## config.mk

```make
export PLATFORM = sky130hd
export DESIGN_NAME = vga_sync_fifo
export DESIGN_NICKNAME = d
export VERILOG_FILES = /design/src/rtl/vga_sync_fifo.sv
export SDC_FILE = /design/constraint.sdc
export NUM_CORES = 1
export LEC_CHECK = 0
export CORE_ASPECT_RATIO = 1.4
export CORE_UTILIZATION = 30
export CTS_BUF_LIST = sky130_fd_sc_hd__clkbuf_8
export DETAILED_ROUTE_END_ITERATION = 10
export PLACE_DENSITY = 0.47
export SETUP_SLACK_MARGIN = 0.02
export SYNTH_ARGS = -nofsm -noshare
export SYNTH_HDL_FRONTEND = slang
export SYNTH_SLANG_ARGS = --single-unit
```

## constraint.sdc

```tcl
create_clock -name clk -period 2.5 [get_ports clk]
set_clock_uncertainty 0.05 [all_clocks]
set_input_delay 0.375 -clock clk [delete_from_list [all_inputs] [get_ports clk]]
set_output_delay 0.375 -clock clk [all_outputs]
set_load 0.005 [all_outputs]
```

## src/rtl/vga_sync_fifo.sv

```systemverilog
// vga_sync_fifo: single-clock show-ahead FIFO between pixel/command producers
// and the VGA pipeline. Level count, almost-full/almost-empty thresholds,
// synchronous flush, and overflow/underflow protection.
// Optional sticky error flags (overflow/underflow) are built only when the
// macro VGA_FIFO_ERR_EN is defined.
//
// Handshake: a write is taken on a rising edge when we=1 and the FIFO is not
// full, or when it is full but a read is taken on the same edge. A read is
// taken when re=1 and the FIFO is not empty. There is no empty-FIFO bypass.
// Requests that are not taken are dropped silently. flush overrides both.
module vga_sync_fifo #(
    parameter int W          = 32,
    parameter int DEPTH_LOG2 = 2,
    parameter int AF_THRESH  = 3,
    parameter int AE_THRESH  = 1
) (
    input  logic                  clk,
    input  logic                  reset,
    input  logic                  flush,
    input  logic                  we,
    input  logic [W-1:0]          data_in,
    input  logic                  re,
    output logic [W-1:0]          data_out,
    output logic                  fifo_empty,
    output logic                  fifo_full,
    output logic                  almost_full,
    output logic                  almost_empty,
    output logic [DEPTH_LOG2:0]   level
`ifdef VGA_FIFO_ERR_EN
    ,
    output logic                  overflow,
    output logic                  underflow
`endif
);

    localparam int DEPTH = 2 ** DEPTH_LOG2;
    localparam int LW    = DEPTH_LOG2 + 1;

    localparam logic [LW-1:0] LVL_ZERO = '0;
    localparam logic [LW-1:0] LVL_FULL = LW'(DEPTH);
    localparam logic [LW-1:0] LVL_AF   = LW'(AF_THRESH);
    localparam logic [LW-1:0] LVL_AE   = LW'(AE_THRESH);

    logic [W-1:0]          mem [DEPTH];
    logic [DEPTH_LOG2-1:0] wr_ptr;
    logic [DEPTH_LOG2-1:0] rd_ptr;
    logic                  wr_ok;
    logic                  rd_ok;

    // Status flags decode from the registered level only.
    assign fifo_empty   = (level == LVL_ZERO);
    assign fifo_full    = (level == LVL_FULL);
    assign almost_full  = (level >= LVL_AF);
    assign almost_empty = (level <= LVL_AE);

    // Acceptance: a full FIFO can still take a write if the head pops the same edge.
    assign wr_ok = we & (~fifo_full | re);
    assign rd_ok = re & ~fifo_empty;

    // Show-ahead head word, forced to zero when nothing is stored.
    assign data_out = fifo_empty ? '0 : mem[rd_ptr];

    // Storage array; deliberately not reset, contents are masked by level.
    always_ff @(posedge clk) begin
        if (!flush && wr_ok) begin
            mem[wr_ptr] <= data_in;
        end
    end

    // Pointers wrap naturally; level tracks net accepted writes minus reads.
    always_ff @(posedge clk or negedge reset) begin
        if (!reset) begin
            wr_ptr <= '0;
            rd_ptr <= '0;
            level  <= '0;
        end else if (flush) begin
            wr_ptr <= '0;
            rd_ptr <= '0;
            level  <= '0;
        end else begin
            if (wr_ok) begin
                wr_ptr <= wr_ptr + 1'b1;
            end
            if (rd_ok) begin
                rd_ptr <= rd_ptr + 1'b1;
            end
            if (wr_ok && !rd_ok) begin
                level <= level + 1'b1;
            end else if (rd_ok && !wr_ok) begin
                level <= level - 1'b1;
            end
        end
    end

`ifdef VGA_FIFO_ERR_EN
    // Sticky error flags: record dropped writes and ignored reads until flush.
    always_ff @(posedge clk or negedge reset) begin
        if (!reset) begin
            overflow  <= 1'b0;
            underflow <= 1'b0;
        end else if (flush) begin
            overflow  <= 1'b0;
            underflow <= 1'b0;
        end else begin
            if (we && fifo_full && !re) begin
                overflow <= 1'b1;
            end
            if (re && fifo_empty) begin
                underflow <= 1'b1;
            end
        end
    end
`endif

endmodule

```

==> impl_metrics.py <==
metrics = {
    "status": {
        "status": "complete, no violations",
    },
    "global_routing": {
        "grt_overflow": 0,
        "use_met2_pct": 24.5,
        "antenna_found_initial": 0,
        "grt_max_degree": 25,
        "grt_pass1_vias": 3232,
        "grt-busiest-layer": "met2",
        "track_usage_pct": 14.1,
        "grt_use_met1_pct": 17.2,
        "grt_pass1_wl_um": 18800,
        "grtUsageMet3_pct": 2.86,
    },
    "synth": {
        "synth_common_cells": "128 x edfxtp_1, 37 x and2_1, 20 x mux4_2, 12 x mux4_1, 9 x ha_1",
        "synthDistinctLibCells": 33,
        "syn_area_per_cell_um2": 19.5,
        "yosysWarnings": 0,
        "netlist_area_um2": 5560,
        "synth_largest_area_cell": "edfxtp_1",
        "ys_ff_latch": 135,
        "netlist_instances": 285,
        "synthTopCellsByArea": "edfxtp_1 69%, mux4_2 8.1%, mux4_1 5.7%",
        "yosysSeqAreaShare_pct": 72.3,
        "synth_top_area_share_pct": 69.2,
        "synth.most_common_cell": "edfxtp_1",
        "synth_edf_count": 128,
        "async_flop_share_pct": 5.19,
        "synth_nets": 331,
        "synthFlopType": "edfxtp_1",
    },
    "timing": {
        "slew_violations": 0,
        "setup_violations": 0,
        "max_freq_mhz": 417,
        "fin_crit_ps": 2400,
        "slew_headroom_pct": 70.9,
        "tightest_slew_ps": 432,
        "rsz0062_at_grt": "yes",
        "fin_crit_sh_pct": 96.0,
        "finalHoldViolations": 0,
        "final.setup.tns_ps": 0,
        "whs_ps": 177,
    },
    "floorplan": {
        "die_width_um": 117,
        "coreArea_um2": 18100,
        "die-area_um2": 19100,
        "row_count": 58,
        "ios": 76,
        "die_h_um": 163,
        "start_util_pct": 30.7,
    },
    "clock_network": {
        "insertion_delay_ps": 420,
        "clock_path_buffers": 2,
        "htreeDepth": 4,
        "cts_buffers": 17,
        "cts_sinks": 135,
        "clk_pin_slew_ps": 80,
        "cts_hold_buf": 0,
        "root_buffer": "clkbuf_8",
        "cts_tree": "yes",
    },
    "power": {
        "swShare_pct": 28.2,
        "power_density_nw_per_um2": 951,
        "leakagePower_nw": 2.53,
        "p_switching_w": 0.00196,
        "p_clk_share_pct": 23.5,
        "pwr-share-comb_pct": 38.5,
        "ir_drop_mv": 0.355,
        "p_int_w": 0.00499,
        "seqPwrFrac_pct": 38.0,
    },
    "setup_path": {
        "path_buf_inv": 4,
        "cp_data_arrival_time_ps": 1970,
        "crit_type": "reg -> out",
        "required_ps": 2080,
        "cp_max_fo": 6,
        "crit_slowest_cell": "mux4_2",
        "crit_chain": "buf_12 -> buf_12 -> buf_12 -> mux4_2 -> and2_4 -> buf_2",
        "startpoint_type": "flip-flop",
        "endpoint_kind": "output pin",
        "crit_top_cell": "buf_12",
        "slowest_delay_ps": 500,
        "cp_top_family": "multiplexers",
    },
    "drt": {
        "viasPerCell": 4.49,
        "drt_iter0_drc": 164,
        "post-route-drc-count": 0,
        "ant_nets": 0,
        "wire_per_inst_um": 18.6,
        "num_vias": 2921,
        "drtPass1Iterations": 4,
        "totalWireLength_um": 12100,
    },
    "place": {
        "io_buffers": 75,
        "dp_hpwl_um": 7130,
        "place_congestion": 0.696,
    },
    "worst_hold_path": {
        "hold_class": "in -> async",
    },
    "cells_and_area": {
        "area_delta_synth_final_pct": 31.7,
        "layout.nets": 443,
        "diodes": 0,
        "nFillCells": 1655,
        "drive_gt1_share_pct": 39.3,
    },
    "run": {
        "max_cap_viol_count": 0,
    },
}
kinds of logic after synthesis:
family	count (synthesis)	share of synthesized area, %
compound gates	22	2.43
xor+xnor	1	0.158
fa+ha+maj	10	2.21
buf+inv	25	2.48
flops	135	72.3
mux	33	14.0
simple gates	59	6.40
metal layers:
| metal | share of wire, % | up-vias |
|---|---|---|
| met5 | 0 | - |
| met2 | 55 | 55 |
| met4 | 1.6 | 0 |
| li1 | - | 1342 |
| met3 | 2.7 | 14 |
| met1 | 41 | 1510 |
cell usage in the layout, fill, tap and decap left out, types with 2 or more instances in the layout:
| cell | instances |
|---|---|
| clkinv_4 | 4 |
| nor2b_1 | 4 |
| and3b_1 | 2 |
| buf_6 | 20 |
| buf_2 | 9 |
| a31oi_1 | 2 |
| clkinvlp_4 | 3 |
| nand2b_1 | 2 |
| o21ai_0 | 8 |
| nor3_1 | 2 |
| nor2_1 | 7 |
| buf_12 | 12 |
| inv_1 | 7 |
| mux4_2 | 32 |
| dfrtp_2 | 3 |
| and2_4 | 23 |
| clkbuf_2 | 2 |
| clkbuf_8 | 17 |
| clkinv_2 | 2 |
| dlygate4sd2_1 | 3 |
| edfxtp_1 | 128 |
| ha_1 | 8 |
| buf_4 | 17 |
| clkdlybuf4s15_1 | 2 |
| a21oi_1 | 7 |
| and2_1 | 10 |
| dfrtp_1 | 4 |
| clkdlybuf4s50_1 | 42 |
| inv_2 | 4 |
| inv_6 | 3 |
| and2_2 | 4 |
timing repair:
action	4_1_cts	5_1_grt
hold endpoints to repair	0	0
pin swaps	28	5
endpoints found under the setup margin	33	33
gates cloned	5	0
resized for setup	172	18
buffers inserted	16	2
worst paths after layout:
| kind | start | to | slack [ps] | depth (start not counted) |
|---|---|---|---|---|
| hold reg to reg | wr_ptr[1] | wr_ptr[1] | 590 | 2 |
| max in group asynchronous | reset | level[2] | 1930 | 1 |
| hold / removal | reset | level[1] | 180 | 1 |
| setup / recovery | rd_ptr[0] | data_out[3] | 100 | 6 |
| min in group clk | data_in[7] | mem[1][7] | 530 | 1 |
| setup reg to reg | level[1] | mem[3][24] | 280 | 7 |
cell type report:
type / count / area (µm²) / area share, %
multi-input combinational: 125 / 1440 / 19.6
timing repair buffer: 109 / 1160 / 15.8
inverter: 9 / 33.8 / 0.462
sequential: 135 / 4020 / 55.0
clock buffer: 17 / 234 / 3.20
clock inverter: 15 / 131 / 1.80
tap: 240 / 300 / 4.10
flip-flops by register name (all words and copies together), names as in the netlist:
name / flops
wr_ptr: 2
mem: 128
level: 3
rd_ptr: 2
through the flow:
stage                     instances  worst slack [ps]  cell area, µm²  utilization (%)  total power (W)
after floorplan                 285               334            5560                -          0.00373
after global placement          604               209            6760             37.4          0.00488
after detailed placement        604               176            6760             37.4          0.00489
after CTS                       654             -30.8            7430             41.1          0.00720
after global routing            650              10.5            7320             40.5          0.00735
final                           650               100            7320             40.5          0.00696
power groups by stage:
stage	registers [W]	clock network, W	logic, W
4_1_cts	0.00264	0.00170	0.00286
3_3_place_gp	0.00268	0	0.00220
3_5_place_dp	0.00269	0	0.00220
2_1_floorplan	0.00268	0	0.00105
5_1_grt	0.00266	0.00178	0.00291
6_report	0.00264	0.00164	0.00268
No activity file was read; power rests on OpenSTA's default activity.
